==> config.mk <==
export PLATFORM = sky130hd
export DESIGN_NAME = ls_ctrl_flat
export DESIGN_NICKNAME = d
export VERILOG_FILES = /design/src/rtl/ls_ctrl_if.sv /design/src/rtl/ls_ctrl.sv /design/src/flat_wrapper.sv
export SDC_FILE = /design/constraint.sdc
export NUM_CORES = 1
export LEC_CHECK = 0
export BUFFER_PORTS_ARGS = -buffer_cell sky130_fd_sc_hd__buf_2
export CORE_AREA = 2 2 115 117
export CTS_BUF_LIST = sky130_fd_sc_hd__clkbuf_4 sky130_fd_sc_hd__clkbuf_8
export CTS_CLUSTER_DIAMETER = 120
export DETAILED_ROUTE_END_ITERATION = 16
export DIE_AREA = 0 0 117 119
export GPL_TIMING_DRIVEN = 0
export PLACE_DENSITY_LB_ADDON = 0.1
export SYNTH_ARGS = -nofsm -noshare
export SYNTH_HDL_FRONTEND = slang
export SYNTH_SLANG_ARGS = --single-unit
export TNS_END_PERCENT = 20
==> constraint.sdc <==
create_clock -name clk_in -period 3.8 [get_ports clk_in]
set_clock_uncertainty 0.1 [all_clocks]
set_input_delay 0.19 -clock clk_in [delete_from_list [all_inputs] [get_ports clk_in]]
set_output_delay 0.19 -clock clk_in [all_outputs]
set_load 0.005 [all_outputs]
==> src/rtl/ls_ctrl_if.sv <==
// Load/store controller bus bundle: LSB op intake, memory-controller
// transaction and CDB broadcast. Also supplies the op-code/width macros.
`ifndef LS_CTRL_IF_SV
`define LS_CTRL_IF_SV

`ifndef OP_WIDTH
`define OP_WIDTH   4
`endif
`ifndef DATA_WIDTH
`define DATA_WIDTH 32
`endif
`ifndef ROB_WIDTH
`define ROB_WIDTH  4
`endif
`ifndef LB
`define LB  4'd0
`define LH  4'd1
`define LW  4'd2
`define LBU 4'd3
`define LHU 4'd4
`define SB  4'd5
`define SH  4'd6
`define SW  4'd7
`endif

interface ls_ctrl_if;
  logic                   rdy_lsb_in;
  logic [`OP_WIDTH-1:0]   opcode_lsb_in;
  logic [`DATA_WIDTH-1:0] vj_lsb_in;
  logic [`DATA_WIDTH-1:0] vk_lsb_in;
  logic [`DATA_WIDTH-1:0] imm_lsb_in;
  logic [`ROB_WIDTH-1:0]  rob_id_lsb_in;
  logic                   idle_lsb_out;
  logic                   req_mc_out;
  logic                   rw_mc_out;
  logic [`DATA_WIDTH-1:0] addr_mc_out;
  logic [`DATA_WIDTH-1:0] data_mc_out;
  logic [2:0]             len_mc_out;
  logic                   done_mc_in;
  logic [`DATA_WIDTH-1:0] data_mc_in;
  logic                   rdy_cdb_out;
  logic [`DATA_WIDTH-1:0] result_cdb_out;
  logic [`ROB_WIDTH-1:0]  rob_id_cdb_out;

  // master: the controller; slave: LSB, memory controller and CDB side
  modport master (
    input  rdy_lsb_in, opcode_lsb_in, vj_lsb_in, vk_lsb_in, imm_lsb_in,
           rob_id_lsb_in, done_mc_in, data_mc_in,
    output idle_lsb_out, req_mc_out, rw_mc_out, addr_mc_out, data_mc_out,
           len_mc_out, rdy_cdb_out, result_cdb_out, rob_id_cdb_out
  );
  modport slave (
    output rdy_lsb_in, opcode_lsb_in, vj_lsb_in, vk_lsb_in, imm_lsb_in,
           rob_id_lsb_in, done_mc_in, data_mc_in,
    input  idle_lsb_out, req_mc_out, rw_mc_out, addr_mc_out, data_mc_out,
           len_mc_out, rdy_cdb_out, result_cdb_out, rob_id_cdb_out
  );
endinterface

`endif

==> src/rtl/ls_ctrl.sv <==
// Load/store execution controller: one op at a time, one memory transaction,
// CDB broadcast. Optional LSC_MISALIGN_TRAP_EN traps misaligned H/W accesses.
module ls_ctrl #(
  parameter logic [`DATA_WIDTH-1:0] IO_BASE = 32'h00030000
) (
  input  logic                  clk_in,
  input  logic                  rst_in,
  input  logic                  rdy_in,
  input  logic [`ROB_WIDTH-1:0] head_id_rob_in,
  input  logic                  refresh_rob_cdb_in,
  ls_ctrl_if.master             bus
);
  typedef enum logic [1:0] {IDLE, WAIT_HEAD, WAIT_MEM, DRAIN} state_t;

  state_t                 state_q, state_d;
  logic                   req_q, req_d;
  logic                   rw_q, rw_d;
  logic [`DATA_WIDTH-1:0] addr_q, addr_d;
  logic [`DATA_WIDTH-1:0] data_q, data_d;
  logic [2:0]             len_q, len_d;
  logic [`OP_WIDTH-1:0]   op_q, op_d;
  logic [`ROB_WIDTH-1:0]  rob_q, rob_d;
  logic                   cdb_q, cdb_d;
  logic [`DATA_WIDTH-1:0] result_q, result_d;
  logic [`ROB_WIDTH-1:0]  cdb_rob_q, cdb_rob_d;

  logic [`DATA_WIDTH-1:0] acc_addr;
  logic [2:0]             acc_len;
  logic                   acc_store;
  logic                   misalign;
  logic [`DATA_WIDTH-1:0] load_val;

  assign acc_addr  = bus.vj_lsb_in + bus.imm_lsb_in;
  assign acc_store = (bus.opcode_lsb_in == `SB) || (bus.opcode_lsb_in == `SH) ||
                     (bus.opcode_lsb_in == `SW);

  always_comb begin
    acc_len = 3'd4;
    case (bus.opcode_lsb_in)
      `LB, `LBU, `SB: acc_len = 3'd1;
      `LH, `LHU, `SH: acc_len = 3'd2;
      default:        acc_len = 3'd4;
    endcase
  end

`ifdef LSC_MISALIGN_TRAP_EN
  assign misalign = ((acc_len == 3'd2) && acc_addr[0]) ||
                    ((acc_len == 3'd4) && (acc_addr[1:0] != 2'b00));
`else
  assign misalign = 1'b0;
`endif

  // Extend raw memory data according to the latched load flavour
  always_comb begin
    load_val = '0;
    case (op_q)
      `LB:     load_val = {{24{bus.data_mc_in[7]}}, bus.data_mc_in[7:0]};
      `LH:     load_val = {{16{bus.data_mc_in[15]}}, bus.data_mc_in[15:0]};
      `LW:     load_val = bus.data_mc_in;
      `LBU:    load_val = {24'd0, bus.data_mc_in[7:0]};
      `LHU:    load_val = {16'd0, bus.data_mc_in[15:0]};
      default: load_val = '0;
    endcase
  end

  always_comb begin
    state_d   = state_q;
    req_d     = req_q;
    rw_d      = rw_q;
    addr_d    = addr_q;
    data_d    = data_q;
    len_d     = len_q;
    op_d      = op_q;
    rob_d     = rob_q;
    cdb_d     = 1'b0;
    result_d  = result_q;
    cdb_rob_d = cdb_rob_q;
    case (state_q)
      IDLE, WAIT_HEAD: begin
        if (refresh_rob_cdb_in) begin
          state_d   = IDLE;
          req_d     = 1'b0;
          rw_d      = 1'b0;
          addr_d    = '0;
          data_d    = '0;
          len_d     = '0;
          result_d  = '0;
          cdb_rob_d = '0;
        end else if (state_q == WAIT_HEAD) begin
          if (rob_q == head_id_rob_in) begin
            state_d = WAIT_MEM;
            req_d   = 1'b1;
          end
        end else if (bus.rdy_lsb_in) begin
          op_d   = bus.opcode_lsb_in;
          rob_d  = bus.rob_id_lsb_in;
          addr_d = acc_addr;
          len_d  = acc_len;
          rw_d   = acc_store;
          data_d = (acc_len == 3'd1) ? (bus.vk_lsb_in & 32'h000000FF) :
                   (acc_len == 3'd2) ? (bus.vk_lsb_in & 32'h0000FFFF) : bus.vk_lsb_in;
          if (misalign) begin
            cdb_d     = 1'b1;
            result_d  = '0;
            cdb_rob_d = bus.rob_id_lsb_in;
          end else if (!acc_store && (acc_addr >= IO_BASE) &&
                       (bus.rob_id_lsb_in != head_id_rob_in)) begin
            state_d = WAIT_HEAD;
          end else begin
            state_d = WAIT_MEM;
            req_d   = 1'b1;
          end
        end
      end
      WAIT_MEM: begin
        if (bus.done_mc_in) begin
          state_d = IDLE;
          req_d   = 1'b0;
          if (!refresh_rob_cdb_in) begin
            cdb_d     = 1'b1;
            result_d  = rw_q ? '0 : load_val;
            cdb_rob_d = rob_q;
          end
        end else if (refresh_rob_cdb_in) begin
          // Flushed loads and committed stores both finish silently
          state_d = DRAIN;
        end
      end
      DRAIN: begin
        if (bus.done_mc_in) begin
          state_d = IDLE;
          req_d   = 1'b0;
        end
      end
      default: state_d = IDLE;
    endcase
  end

  always_ff @(posedge clk_in) begin
    if (rst_in) begin
      state_q   <= IDLE;
      req_q     <= 1'b0;
      rw_q      <= 1'b0;
      addr_q    <= '0;
      data_q    <= '0;
      len_q     <= '0;
      op_q      <= '0;
      rob_q     <= '0;
      cdb_q     <= 1'b0;
      result_q  <= '0;
      cdb_rob_q <= '0;
    end else if (rdy_in) begin
      state_q   <= state_d;
      req_q     <= req_d;
      rw_q      <= rw_d;
      addr_q    <= addr_d;
      data_q    <= data_d;
      len_q     <= len_d;
      op_q      <= op_d;
      rob_q     <= rob_d;
      cdb_q     <= cdb_d;
      result_q  <= result_d;
      cdb_rob_q <= cdb_rob_d;
    end
  end

  assign bus.idle_lsb_out   = (state_q == IDLE);
  assign bus.req_mc_out     = req_q;
  assign bus.rw_mc_out      = rw_q;
  assign bus.addr_mc_out    = addr_q;
  assign bus.data_mc_out    = data_q;
  assign bus.len_mc_out     = len_q;
  assign bus.rdy_cdb_out    = cdb_q;
  assign bus.result_cdb_out = result_q;
  assign bus.rob_id_cdb_out = cdb_rob_q;
endmodule

==> src/flat_wrapper.sv <==
// flat-port wrapper written by rule: the top's interface ports become plain ports
module ls_ctrl_flat 
#(
  parameter logic [`DATA_WIDTH-1:0] IO_BASE = 32'h00030000
)
  (clk_in, rst_in, rdy_in, head_id_rob_in, refresh_rob_cdb_in, bus_rdy_lsb_in, bus_opcode_lsb_in, bus_vj_lsb_in, bus_vk_lsb_in, bus_imm_lsb_in, bus_rob_id_lsb_in, bus_done_mc_in, bus_data_mc_in, bus_idle_lsb_out, bus_req_mc_out, bus_rw_mc_out, bus_addr_mc_out, bus_data_mc_out, bus_len_mc_out, bus_rdy_cdb_out, bus_result_cdb_out, bus_rob_id_cdb_out);
  ls_ctrl_if bus_i ();
  input  logic clk_in;
  input  logic rst_in;
  input  logic rdy_in;
  input  logic [`ROB_WIDTH-1:0] head_id_rob_in;
  input  logic refresh_rob_cdb_in;
  input wire logic [$bits(bus_i.rdy_lsb_in)-1:0] bus_rdy_lsb_in;
  input wire logic [$bits(bus_i.opcode_lsb_in)-1:0] bus_opcode_lsb_in;
  input wire logic [$bits(bus_i.vj_lsb_in)-1:0] bus_vj_lsb_in;
  input wire logic [$bits(bus_i.vk_lsb_in)-1:0] bus_vk_lsb_in;
  input wire logic [$bits(bus_i.imm_lsb_in)-1:0] bus_imm_lsb_in;
  input wire logic [$bits(bus_i.rob_id_lsb_in)-1:0] bus_rob_id_lsb_in;
  input wire logic [$bits(bus_i.done_mc_in)-1:0] bus_done_mc_in;
  input wire logic [$bits(bus_i.data_mc_in)-1:0] bus_data_mc_in;
  output wire logic [$bits(bus_i.idle_lsb_out)-1:0] bus_idle_lsb_out;
  output wire logic [$bits(bus_i.req_mc_out)-1:0] bus_req_mc_out;
  output wire logic [$bits(bus_i.rw_mc_out)-1:0] bus_rw_mc_out;
  output wire logic [$bits(bus_i.addr_mc_out)-1:0] bus_addr_mc_out;
  output wire logic [$bits(bus_i.data_mc_out)-1:0] bus_data_mc_out;
  output wire logic [$bits(bus_i.len_mc_out)-1:0] bus_len_mc_out;
  output wire logic [$bits(bus_i.rdy_cdb_out)-1:0] bus_rdy_cdb_out;
  output wire logic [$bits(bus_i.result_cdb_out)-1:0] bus_result_cdb_out;
  output wire logic [$bits(bus_i.rob_id_cdb_out)-1:0] bus_rob_id_cdb_out;
  assign bus_i.rdy_lsb_in = bus_rdy_lsb_in;
  assign bus_i.opcode_lsb_in = bus_opcode_lsb_in;
  assign bus_i.vj_lsb_in = bus_vj_lsb_in;
  assign bus_i.vk_lsb_in = bus_vk_lsb_in;
  assign bus_i.imm_lsb_in = bus_imm_lsb_in;
  assign bus_i.rob_id_lsb_in = bus_rob_id_lsb_in;
  assign bus_i.done_mc_in = bus_done_mc_in;
  assign bus_i.data_mc_in = bus_data_mc_in;
  assign bus_idle_lsb_out = bus_i.idle_lsb_out;
  assign bus_req_mc_out = bus_i.req_mc_out;
  assign bus_rw_mc_out = bus_i.rw_mc_out;
  assign bus_addr_mc_out = bus_i.addr_mc_out;
  assign bus_data_mc_out = bus_i.data_mc_out;
  assign bus_len_mc_out = bus_i.len_mc_out;
  assign bus_rdy_cdb_out = bus_i.rdy_cdb_out;
  assign bus_result_cdb_out = bus_i.result_cdb_out;
  assign bus_rob_id_cdb_out = bus_i.rob_id_cdb_out;
  ls_ctrl #(.IO_BASE(IO_BASE)) u_core (.clk_in(clk_in), .rst_in(rst_in), .rdy_in(rdy_in), .head_id_rob_in(head_id_rob_in), .refresh_rob_cdb_in(refresh_rob_cdb_in), .bus(bus_i));
endmodule
==> flow_summary_export.csv <==
group,metric,value,unit
outcome,outcome,"completed",
synthesis,synth_mux_area_frac,0.00980,
critical_path,cp_common_cell,"a21oi_1",
power_and_ir_drop,power_density,380,nW/um2
floorplan,dieHeight,119,um
floorplan,io_pins,253,
cells_and_area,fin_area,8590,um2
synthesis,ys_ff_latch,116,
cts,clkLatencyLatePin,0.42,ns
cells_and_area,drive_gt1_frac,0.260,
critical_path,crit_buf_inv,2,
detailed_routing,drt_iter0_markers,369,
cts,cts_buffer_depth,2,
floorplan,start_util,0.486,
floorplan,die_width,117,um
global_routing,grt_max_degree,17,
critical_path,cp.arrival,3.53,ns
placement,gp_congestion,0.909,
global_routing,grt_pass1_vias,6730,
cts,cts_buffers,17,
cts,htreeDepth,4,
cts,clk_pin_slew,0.07,ns
run,max-cap-violations,0,
placement,place_hpwl,14600,um
detailed_routing,viasPerCell,5.39,
synthesis,synth_ff_type,"dfxtp_1",
timing,fin_hold_ws,0.0464,ns
floorplan,die_area,13900,um2
cts,cts_setup_buffers,0,
floorplan,rows,42,
timing,fin_crit_sh,0.862,
critical_path,slowest_delay,0.46,ns
synthesis,synth_edf_count,0,
synthesis,yosys.area_share.simple,0.222,
critical_path,crit_start,"bus_imm_lsb_in[0]",
power_and_ir_drop,vdd_drop_max,0.000336,V
detailed_routing,vias,7045,
cells_and_area,n_antenna_cell,0,
synthesis,syn_inst,806,
synthesis,synth_top_family_by_area,"compound AO/OA/AOI/OAI gates",
synthesis,async_flop_share,0,
detailed_routing,routed_wl,19600,um
critical_path,setup.worst_path.end,"u_core.bus.req_mc_out",
cells_and_area,fin_cells,1306,
placement,dpl_cell_area,7730,um2
timing,hold_viol,0,
critical_path,critPathCaptureType,"flop",
cells_and_area,mostFrequentLayoutCell,"buf_2",
cts,cts_resized,0,
power_and_ir_drop,leakage,3.89,nW
critical_path,crit_path_max_fanout,4,
cts,clock_sinks,116,
synthesis,syn_nets,984,
detailed_routing,first_pass_iters,5,
timing,fin_tns_setup,0,ns
cts,cts_root_buf,"clkbuf_8",
hold_path,hp-class,"in -> reg",
timing,fmax,0.305,GHz
timing,min_period,3.28,ns
detailed_routing,wire_per_inst,15.0,um
critical_path,reg2reg_to,"u_core.bus.data_mc_out[22]",
critical_path,crit_cells,14,
cts,cts_hold_buffers,41,
global_routing,grt_antenna_before_repair,0,
timing,setup_viol_count_final,0,
critical_path,cp-start-kind,"input port",
timing,slew_viol_final,0,
placement,io_buffers,251,
placement,placed_cells,1233,
synthesis,ys_seq_area_frac,0.371,
synthesis,synthAdderAreaFrac,0.0652,
global_routing,grt-ovfl-total,0,
critical_path,critPathTopFamily,"compound AO/OA/AOI/OAI gates",
critical_path,cp_slowest_cell,"a2111oi_2",
critical_path,crit_required,4.05,ns
timing,grt_setup_unrepaired,"no",
global_routing,track_usage,0.281,
synthesis,yosysUniqueCellTypes,58,
detailed_routing,ant_nets,0,
critical_path,reg2reg_slack,0.67,ns
cells_and_area,area_growth,37.3,%
synthesis,netlist.top_cell.by_area,"dfxtp_1",
cells_and_area,fillers,1164,
timing,slew-limit-headroom,0.295,
detailed_routing,route.detailed.drc,0,
critical_path,crit_chain,"buf_2, ha_1, inv_1, fa_1, nand2b_1, a21oi_1, o21ai_0, a211o_1, a21oi_1, o311ai_0, a2111oi_2, nand3_1, a21o_1, a21oi_1",
global_routing,grt_first_pass_wirelength,31200,um
floorplan,core_region_area,12900,um2
critical_path,rr_worst_depth,8,
critical_path,timing.rr.start,"u_core.state_q[1]",
synthesis,ys_warn_count,0,
synthesis,post_synth.cell_area_avg,7.76,um2
synthesis,yosys.area_share.xor_xnor,0.0406,
cells_and_area,nNetsFinal,1295,
synthesis,synthTopCellsByArea,"dfxtp_1, a21oi_1, nor2_1",
cts,cts_tree,"built",
synthesis,yosysTopAreaCellShare,0.371,
cells_and_area,final_cell_mix,"buf_2, nor2_1, a21oi_1",
synthesis,synth_area,6260,um2
synthesis,synth_compound_area_frac,0.259,
timing,tightest_slew,1.05,ns
critical_path,path_class,"in -> reg",
through the flow:
step                worst slack [ns]   util  power [W]
global placement              0.0984  0.601    0.00197
detailed placement            0.0802  0.601    0.00198
CTS                            0.522  0.667    0.00327
global route                   0.207  0.667    0.00343
finish                         0.524  0.667    0.00327
floorplan                      0.644      -    0.00174
layout make-up:
cell class | count | area, um2 | area share
clock inverters | 14 | 200 | 0.0233
clock buffers | 18 | 248 | 0.0288
plain buffers | 43 | 161 | 0.0188
flip-flops and latches | 116 | 2320 | 0.270
repair buffers | 292 | 1670 | 0.194
well taps | 176 | 220 | 0.0256
inverters | 10 | 37.5 | 0.00437
multi-input cells | 637 | 3740 | 0.435
cell usage after synthesis (2+ instances only):
cell type  instances
and2_1             2
mux2i_1            5
nor2_1           131
xnor2_1           13
a21oi_1          118
inv_1             10
nor2b_1            7
xor2_1            16
a32oi_1            2
a21o_1            11
a41oi_1            2
o211ai_1           4
o311ai_0           2
nor3b_1           11
or2_2              3
nand4_1            7
nor4_1             5
and3_1             4
a31oi_1            2
a211oi_1           8
o31a_1             3
o21a_1             7
or4_4              2
nor3_1            13
or3_1              6
o31ai_1            4
clkbuf_1          41
nand2_1           88
dfxtp_1          116
nand3_1           16
ha_1              31
o21bai_1           3
a22oi_1           52
nand2b_1           6
o21ai_0           31
buf_1              2
layer usage:
metal / wire length [um] / part of all wire / GRT usage
met3: 1400 / 0.071 / 0.0748
met4: 542 / 0.028 / 0.101
met1: 8510 / 0.43 / 0.348
met2: 9130 / 0.47 / 0.465
met5: 0 / 0 / 0
worst min-delay path by stage:
stage                                     from                       endpoint  slack (ns)  cells after the start
after CTS                   bus_data_mc_in[24]  u_core.bus.result_cdb_out[24]        0.03                      5
after detailed placement     bus_vk_lsb_in[27]     u_core.bus.data_mc_out[27]        0.33                      3
after floorplan           bus_rob_id_lsb_in[0]                u_core.rob_q[0]        0.23                      2
after global routing        bus_data_mc_in[12]  u_core.bus.result_cdb_out[12]        0.06                      5
final                       bus_data_mc_in[12]  u_core.bus.result_cdb_out[12]        0.05                      5
after global placement       bus_vk_lsb_in[23]     u_core.bus.data_mc_out[23]        0.32                      3
worst reg2reg max path, cell delays in order, from the launching register on:
cell and delay [ns]:
dfxtp_1 0.38, nor2_1 0.17, o21ai_1 0.27, or2_2 0.36, clkbuf_1 0.19, nor3_1 0.89
clkbuf_1 0.42, a22oi_1 0.16, nor2_1 0.14
kinds of logic (layout without fill, tap and decap cells):
| logic type | Yosys count | count (layout) |
|---|---|---|
| DFF | 116 | 116 |
| muxes | 6 | 6 |
| and+or+nand+nor | 308 | 308 |
| xor gates and xnor gates | 29 | 29 |
| adders and majority gates | 32 | 32 |
| AOI/OAI and AO/OA | 262 | 262 |
| buffers and inverters | 53 | 377 |
sequential cells by signal (all words and copies together) (netlist names):
signal / flops
u_core.bus.addr_mc_out: 32
u_core.bus.data_mc_out: 32
u_core.bus.len_mc_out: 3
u_core.bus.rdy_cdb_out: 1
u_core.bus.req_mc_out: 1
u_core.bus.result_cdb_out: 32
u_core.bus.rob_id_cdb_out: 4
u_core.bus.rw_mc_out: 1
u_core.op_q: 4
u_core.rob_q: 4
u_core.state_q: 2
report_power, final:
| group | internal (W) | switching, W |
|---|---|---|
| Combinational | 0.000306 | 0.000405 |
| Clock | 0.000739 | 0.000533 |
| Sequential | 0.00126 | 0.0000274 |
| Total | 0.00230 | 0.000966 |
Power figures use the tool's default switching activity.
